--- src/rtl/instruction_loader_pkg.sv ---
// Shared definitions for the instruction-memory loader and the debug unit that sequences loads.
//   NB_BYTE    : width of one received UART byte
//   NB_INSTR   : instruction width, always 4 bytes
//   HALT_INSTR : end-of-program word; written to memory, then the load ends
//   state_e    : loader FSM encoding, also decoded by the debug unit
package instruction_loader_pkg;

  localparam int unsigned NB_BYTE = 8;
  localparam int unsigned NB_INSTR = 4 * NB_BYTE;
  localparam logic [NB_INSTR-1:0] HALT_INSTR = 32'hFFFF_FFFF;

  typedef enum logic [2:0] {
    StIdle  = 3'd0,
    StRecv  = 3'd1,
    StWrite = 3'd2,
    StDone  = 3'd3,
    StError = 3'd4
  } state_e;

endpackage

--- src/rtl/instruction_loader_byte_word_packer.sv ---
// Packs bytes MSB-first into one instruction word.
//   i_clk, i_rst : clock, synchronous active-high reset
//   i_clear      : restart packing at byte 0 (new load)
//   i_accept     : i_rx_data is taken into the shift register this cycle
//   i_rx_data    : received byte
//   o_word       : shift register contents; holds a full word the cycle after the 4th byte
//   o_word_valid : the byte accepted this cycle completes a word
module instruction_loader_byte_word_packer #(
  parameter int unsigned NB_BYTE  = 8,
  parameter int unsigned NB_INSTR = 32
) (
  input  logic                i_clk,
  input  logic                i_rst,
  input  logic                i_clear,
  input  logic                i_accept,
  input  logic [NB_BYTE-1:0]  i_rx_data,
  output logic [NB_INSTR-1:0] o_word,
  output logic                o_word_valid
);

  logic [NB_INSTR-1:0] word_q, word_d;
  logic [1:0]          byte_cnt_q, byte_cnt_d;

  always_comb begin
    word_d     = word_q;
    byte_cnt_d = byte_cnt_q;
    if (i_clear) begin
      word_d     = '0;
      byte_cnt_d = 2'd0;
    end else if (i_accept) begin
      word_d     = {word_q[NB_INSTR-NB_BYTE-1:0], i_rx_data};
      // Two-bit counter wraps to 0 on the 4th byte by itself.
      byte_cnt_d = byte_cnt_q + 2'd1;
    end
  end

  always_ff @(posedge i_clk) begin
    if (i_rst) begin
      word_q     <= '0;
      byte_cnt_q <= 2'd0;
    end else begin
      word_q     <= word_d;
      byte_cnt_q <= byte_cnt_d;
    end
  end

  assign o_word       = word_q;
  assign o_word_valid = i_accept && !i_clear && (byte_cnt_q == 2'd3);

endmodule

--- src/rtl/instruction_loader.sv ---
// Writer side of the instruction-memory load port. Packs the debug UART byte stream into
// 32-bit instructions and writes them to consecutive word addresses until HALT is written.
//   i_clk, i_rst            : clock, synchronous active-high reset
//   i_start                 : pulse; begin or restart a load at address 0
//   i_rx_data, i_rx_valid   : received byte and its strobe
//   o_instruction_write_enb : 1-cycle write pulse per word
//   o_instruction_addr      : write word address
//   o_instruction_data      : write data
//   o_busy                  : load in progress (pipeline held)
//   o_done                  : HALT written; holds until start/reset
//   o_overflow              : memory filled without HALT; holds until start/reset
//   o_word_count            : words written in this load, HALT included
module instruction_loader
  import instruction_loader_pkg::state_e,
         instruction_loader_pkg::StIdle,
         instruction_loader_pkg::StRecv,
         instruction_loader_pkg::StWrite,
         instruction_loader_pkg::StDone,
         instruction_loader_pkg::StError;
#(
  parameter int unsigned          NB_BYTE    = instruction_loader_pkg::NB_BYTE,
  parameter int unsigned          NB_INSTR   = instruction_loader_pkg::NB_INSTR,
  parameter int unsigned          NB_PC      = 32,
  parameter int unsigned          N_WORDS    = 1024,
  parameter logic [NB_INSTR-1:0]  HALT_INSTR = instruction_loader_pkg::HALT_INSTR
) (
  input  logic                i_clk,
  input  logic                i_rst,
  input  logic                i_start,
  input  logic [NB_BYTE-1:0]  i_rx_data,
  input  logic                i_rx_valid,
  output logic                o_instruction_write_enb,
  output logic [NB_PC-1:0]    o_instruction_addr,
  output logic [NB_INSTR-1:0] o_instruction_data,
  output logic                o_busy,
  output logic                o_done,
  output logic                o_overflow,
  output logic [NB_PC-1:0]    o_word_count
);

  localparam logic [NB_PC-1:0] LastAddr = NB_PC'(N_WORDS - 1);

  state_e              state_q, state_d;
  logic [NB_PC-1:0]    addr_q, addr_d;
  logic [NB_PC-1:0]    word_count_q, word_count_d;
  logic                accept;
  logic [NB_INSTR-1:0] word;
  logic                word_valid;

  // A byte arriving in the WRITE cycle is the first byte of the next word. A start in the
  // same cycle wins and the byte is dropped.
  assign accept = i_rx_valid && !i_start && ((state_q == StRecv) || (state_q == StWrite));

  instruction_loader_byte_word_packer #(
    .NB_BYTE  (NB_BYTE),
    .NB_INSTR (NB_INSTR)
  ) u_packer (
    .i_clk        (i_clk),
    .i_rst        (i_rst),
    .i_clear      (i_start),
    .i_accept     (accept),
    .i_rx_data    (i_rx_data),
    .o_word       (word),
    .o_word_valid (word_valid)
  );

  always_comb begin
    state_d      = state_q;
    addr_d       = addr_q;
    word_count_d = word_count_q;
    if (i_start) begin
      state_d      = StRecv;
      addr_d       = '0;
      word_count_d = '0;
    end else begin
      case (state_q)
        StRecv: begin
          if (word_valid) state_d = StWrite;
        end
        StWrite: begin
          word_count_d = word_count_q + 1'b1;
          if (word == HALT_INSTR) begin
            state_d = StDone;
          end else if (addr_q == LastAddr) begin
            // Address is left at the last word so it never points past the memory.
            state_d = StError;
          end else begin
            addr_d  = addr_q + 1'b1;
            state_d = StRecv;
          end
        end
        default: begin
          state_d = state_q;
        end
      endcase
    end
  end

  always_ff @(posedge i_clk) begin
    if (i_rst) begin
      state_q      <= StIdle;
      addr_q       <= '0;
      word_count_q <= '0;
    end else begin
      state_q      <= state_d;
      addr_q       <= addr_d;
      word_count_q <= word_count_d;
    end
  end

  // Address and data are both flops, stable for the whole WRITE cycle.
  assign o_instruction_write_enb = (state_q == StWrite);
  assign o_instruction_addr      = addr_q;
  assign o_instruction_data      = word;
  assign o_busy                  = (state_q == StRecv) || (state_q == StWrite);
  assign o_done                  = (state_q == StDone);
  assign o_overflow              = (state_q == StError);
  assign o_word_count            = word_count_q;

endmodule

--- config.mk ---
export PLATFORM = sky130hd
export DESIGN_NAME = instruction_loader
export DESIGN_NICKNAME = d
export VERILOG_FILES = /design/src/rtl/instruction_loader_pkg.sv /design/src/rtl/instruction_loader_byte_word_packer.sv /design/src/rtl/instruction_loader.sv
export SDC_FILE = /design/constraint.sdc
export NUM_CORES = 1
export LEC_CHECK = 0
export CORE_ASPECT_RATIO = 0.5
export CORE_MARGIN = 1.5
export CORE_UTILIZATION = 40
export DETAILED_ROUTE_END_ITERATION = 12
export HOLD_SLACK_MARGIN = 0.05
export PLACE_DENSITY = 0.67
export SLEW_MARGIN = 20
export SYNTH_ARGS = -nofsm -noshare
export SYNTH_HDL_FRONTEND = slang
export SYNTH_SLANG_ARGS = --single-unit
--- constraint.sdc ---
create_clock -name i_clk -period 2.48 [get_ports i_clk]
set_input_delay 0.496 -clock i_clk [delete_from_list [all_inputs] [get_ports i_clk]]
set_output_delay 0.496 -clock i_clk [all_outputs]
set_load 0.01 [all_outputs]
Word level (Yosys, flattened, before mapping)
Index checks and enable logic that the tools add are counted.
- logic and storage cells: 37
- flip-flop bits (word level): 101
- output and inout bits: 100
- bits of input ports: 12
- reduce and logical (&&, ||, !) cells: 12
- add/sub/neg operators: 3
- bitwise logic cells: 2
- multiplexer cells: 5
- equality and inequality tests: 9
- operators with widths (operator ; number):
    32-bit by 1-bit adder with 32-bit output (second input constant) ; 2
    32-bit by 10-bit == test with 1-bit output (second input constant) ; 1
    32-bit == test (second input constant) ; 1
    3-bit 2-to-1 mux ; 3
    3-bit by 2-bit == test with 1-bit output (second input constant) ; 2
    3-bit one-hot mux with 2 select lines ; 1
    1-bit logical AND ; 4
    2-bit AND reduction ; 2
    3-bit by 1-bit == test with 1-bit output (second input constant) ; 1
    3-bit == test (second input constant) ; 1
    3-bit by 2-bit != test with 1-bit output (second input constant) ; 1
    3-bit AND reduction ; 1
    3-bit nonzero test ; 1
    2-bit by 1-bit adder with 2-bit output (second input constant) ; 1
    2-bit == test (second input constant) ; 1
    2-bit by 1-bit != test with 1-bit output (second input constant) ; 1
    1-bit inverter ; 2
    2-bit nonzero test ; 1
    2-bit OR reduction ; 1
    1-bit logical NOT ; 1
    1-bit logical OR ; 1
    1-bit 2-to-1 mux ; 1

Logic depth before layout (Yosys ltp)
- depth in word-level cells: 8
- depth in mapped cells: 8
- depth with buffers taken out: 7

Modules after synthesis
Synthesis repeated with hierarchy kept, for this count alone.
- cell total of the unflattened synthesis: 528
- area, all modules: 4668.2 µm²
- modules (own cells, without submodules) (module ; times used ; cells an instance ; area each (µm²)):
    instruction_loader ; 1 ; 415 ; 3392.0
    instruction_loader_byte_word_packer ; 1 ; 113 ; 1276.2

Worst setup path before layout
Ideal clock, no wire load.
- path kind: reg-to-reg
- start: reg u_packer.word_q[7], in the netlist u_packer.o_word[7]
- end: reg addr_q[1], in the netlist o_instruction_addr[1]
- slack: 0.522 ns
- stages on the path, launching flop included: 8
- library setup time: 0.070 ns
- data required time: 2.410 ns
- data arrival time: 1.888 ns
- path through: dfxtp_1 nand4_1 or4_1 o21ai_2 buf_2 buf_6 o21ai_0 a21oi_1
- longest elaborated chain between the ends: 3
- RTL lines (what ; line ; source):
    start: declaration ; instruction_loader_byte_word_packer.sv:21 ; logic [NB_INSTR-1:0] word_q, word_d;
    start signal: assignment ; instruction_loader_byte_word_packer.sv:42 ; word_q <= word_d;
    32-bit == test ; instruction_loader.sv:82 ; if (word == HALT_INSTR) begin
    1-bit inverter (no line) ; -- ;
    3-bit AND reduction (no line) ; -- ;
    end signal: assignment ; instruction_loader.sv:106 ; addr_q <= addr_d;
    end: declaration ; instruction_loader.sv:44 ; logic [NB_PC-1:0] addr_q, addr_d;
No other way between the ends.
A chain may end at the register's enable or synchronous reset.

Final worst setup path
- start: reg addr_q[8], in the netlist o_instruction_addr[8]
- end: reg addr_q[28], in the netlist o_instruction_addr[28]
- longest elaborated chain between the ends: 3
- RTL lines (what):
    parallel branches: the longest is 3 deep, another holds 32-bit by 1-bit adder with 32-bit output
Parallel ways; which one is timed is not known.

==> results.txt <==
- Total Power Consumption: 3120 uW
- Vertical extent of the die: 78.4 um
- Average instance area after synthesis: 8.24 sq um
- Peak supply drop: 0.271 mV
- Result of the run: completed
* Uppermost routed layer: met4
- CTS buffer count: 9
- In the final routed layout, each cell accounts on average for 14.8 um.
- Dividing the detail-routed via count by the number of cells gives 5.47.
* Number of buffers inserted for hold repair after clock tree synthesis: 0
* Cell row count: 27
- Area growth from synthesis to final layout: 34.9%
* Number of global-route vias before repair: 3917
- Cell area after placement: 5840 sq um
- Fraction of final layout cells sized beyond drive strength 1: 5.26%
- After synthesis, the largest family of logic cells by area is simple AND/OR/NAND/NOR gates.
* Core region area: 11000 sq um
- Num Clock Sinks: 101
- Leakage dissipation: 0.00188 uW
* Yosys warns: 0
* Number of hold violations in the final report: 0
* Netlist Area Pre-Place: 4550 sq um
* Drt total wl: 12.0 mm
* Final layout net count: 677
- Measured against its own limit, the worst slew margin works out to 55.9%.
* Top-level I/O count: 112
- Final non-filler cell area: 6140 sq um
- Sequential elements use 44.5% of the synthesized area.
- Cell variety after synth: 50
- The worst setup path is of the reg -> reg kind.
- On the final layout, the worst hold slack is 474 ps.
* Number of buffers added on ports: 111
* Global Route Usage Sum: 20.1%
- Clock-pin slew was measured on the worst setup and hold paths at 70 ps.
* Sum of met2 wire segment lengths after detailed routing: 5.30 mm
* Highest clock frequency the design can meet: 0.456 GHz
- After filler insertion, the fill cell instance count of the layout stands at 1028.
- Counting flops with an async set or reset pin after synthesis yields a share of 0%.
- The congestion estimate from routability-driven global placement came to 0.877.
- Summing the areas of all compound-gate instances in the mapped netlist gives 14.5% of the synthesized area.
* Dominant cells by area after synthesis: sky130_fd_sc_hd__dfxtp_1, sky130_fd_sc_hd__nand2_1, sky130_fd_sc_hd__a21oi_1
- Horizontal extent of the die: 154 um
* Met1 Wirelength: 6.10 mm
- Entering global routing, the biggest net connects 54 pins.
- Initial antenna violation count: 0
- The number of nets in the synthesized netlist is 567.
- Once the clock tree was built, the resizer swapped 0 gates to a different size.
* Iteration count of the initial detailed-routing pass: 4
- Share of synthesized area spent on multiplexers: 0%
- Total die area: 12100 sq um
- Setup repair after global routing left no endpoint under its margin.
- The HPWL after detailed placement is 8.40 mm.
- H-tree lvl count: 3
- After synthesis, the largest area contributor takes up 44.5% of total cell area.
- The total overflow left after global routing is 0.
- Final WS setup: 289 ps
- CP max FO: 15
- sky130_fd_sc_hd__dfxtp_1 takes more of the synthesized area than any other cell.
- Sum of met3 wire segment lengths after detailed routing: 574 um
* PwrDens: 509 nW/um^2
- Via count: 4440
- Antenna cells: 0
- Number of instances in the synthesized netlist: 552
- The root buffer cell chosen for the clock tree is sky130_fd_sc_hd__clkbuf_16.
* Min-delay worst type: reg -> reg
- For this configuration, the core starts out at a cell density of 41.2%.
* Sort of element at the end of the critical path: flop
* Area occupied by multi-input gates: 2380 sq um
- For the pin with the worst max-slew slack, the measured transition is 661 ps.
- Post-Synth Simple-Gate Area: 31.7%
- The clock period could shrink to 2190 ps.
- Setup violations remaining at the end of the flow were counted as 0.
* Most frequent standard cell in the layout excluding fill and tap cells: sky130_fd_sc_hd__clkdlybuf4s50_1
- Antenna viol nets, final: 0
- CTS tree: built
* Total DRC errors in the routed layout: 0
- Global-route wire length before repair: 19.8 mm
- For the final database, setup skew stands at 4.68 ps.
- Setup slack at placement: 289 ps
- The longest clock path from root to sink contains 2 buffers.
- In the final timing run, aggregate negative setup slack is 0 ps.
- The first routing iteration left 273 violations.
- Endpoint arrival time on the critical path: 2460 ps
* Total setup buffers inserted after CTS: 0
- Critical Path Start Type: flop
- For the worst setup path, the data required time is 2750 ps.
- Clk Latency, worst-skew pair: 340 ps
- The max-slew violation total from the final report is 0.
* Final critical-path share of the clock period: 88.4%
- Of the total synthesized cell area, the portion taken by full adders, half adders and majority gates is 0.825%.
- In the synthesized netlist the dominant register cell turns out to be sky130_fd_sc_hd__dfxtp_1.
* Max-Cap Viols: 0
- Yosys mapped a number of flops with a built-in enable equal to 0.
- Counting flops and latches in the post-synthesis netlist gives 101.
- Summing all flip-flop and latch instances after layout gives 2020 sq um.
* Synthesized-area fraction occupied by xor and xnor cells: 5.39%
- Most frequent cells in the layout: sky130_fd_sc_hd__clkdlybuf4s50_1, sky130_fd_sc_hd__dfxtp_1, sky130_fd_sc_hd__nand2_1, sky130_fd_sc_hd__a21oi_1, sky130_fd_sc_hd__nor2_1
-- where the power goes --
part / total, uW / internal [uW] / switching, uW / leakage, uW
clock: 1400 / 803 / 597 / 0.000145
sequential: 1630 / 1630 / 5.15 / 0.000814
combinational: 94.0 / 35.9 / 58.1 / 0.000920
-- stage by stage --
stage,cells,utilization (%)
floorplan,552,-
global placement,796,52.9
detailed placement,796,52.9
CTS,811,55.5
global route,811,55.5
finish,811,55.5
-- cell families after synthesis --
group / after synthesis
adders and majority gates: 3
AOI/OAI and AO/OA: 114
DFF: 101
buffers and inverters: 33
xor gates and xnor gates: 28
and+or+nand+nor: 273
-- state kept, by name, indices dropped and copies added (netlist names) --
name / flops
o_instruction_addr: 32
o_word_count: 32
state_q: 3
u_packer.byte_cnt_q: 2
u_packer.o_word: 32
-- critical path, cell delays in order, from the launching register on --
cell,delay [ps]
sky130_fd_sc_hd__dfxtp_1,450
sky130_fd_sc_hd__and4_1,320
sky130_fd_sc_hd__nand4_1,180
sky130_fd_sc_hd__a2111o_1,560
sky130_fd_sc_hd__or4_1,460
sky130_fd_sc_hd__a21oi_1,150
-- synth_stat cells, types with 7 or more instances --
master / number
sky130_fd_sc_hd__inv_1: 7
sky130_fd_sc_hd__and4_1: 13
sky130_fd_sc_hd__o21ai_0: 15
sky130_fd_sc_hd__nand3_1: 21
sky130_fd_sc_hd__or4_1: 18
sky130_fd_sc_hd__dfxtp_1: 101
sky130_fd_sc_hd__xnor2_1: 17
sky130_fd_sc_hd__a21oi_1: 69
sky130_fd_sc_hd__nand4_1: 23
sky130_fd_sc_hd__nor4_1: 13
sky130_fd_sc_hd__o31ai_1: 13
sky130_fd_sc_hd__nor2_1: 43
sky130_fd_sc_hd__nand2_1: 99
sky130_fd_sc_hd__xor2_1: 11
sky130_fd_sc_hd__clkbuf_1: 18
sky130_fd_sc_hd__or3_1: 13
-- worst paths after layout --
| path | slack (ps) | to | start | cells after the start |
|---|---|---|---|---|
| worst min-delay path | 470 | u_packer.byte_cnt_q[1] | u_packer.byte_cnt_q[1] | 2 |
| worst max-delay path | 290 | o_instruction_addr[28] | o_instruction_addr[8] | 5 |
| worst max register to register | 290 | o_instruction_addr[28] | o_instruction_addr[8] | 5 |
| worst min register to register | 470 | u_packer.byte_cnt_q[1] | u_packer.byte_cnt_q[1] | 2 |
-- final cells by class --
class	instances	area share, %
Multi-Input combinational cell	418	38.9
Inverter	8	0.571
Clock buffer	11	3.96
Tap cell	145	2.96
Sequential cell	101	33.0
Clock inverter	4	0.795
Timing Repair Buffer	124	19.9
-- metal layers --
| layer | track usage, % | vias to the layer above |
|---|---|---|
| li1 | - | 2234 |
| met1 | 28.3 | 2108 |
| met2 | 31.1 | 92 |
| met3 | 4.58 | 6 |
| met4 | 5.44 | 0 |
| met5 | 0 | - |
(Power assumes the default switching activity.)
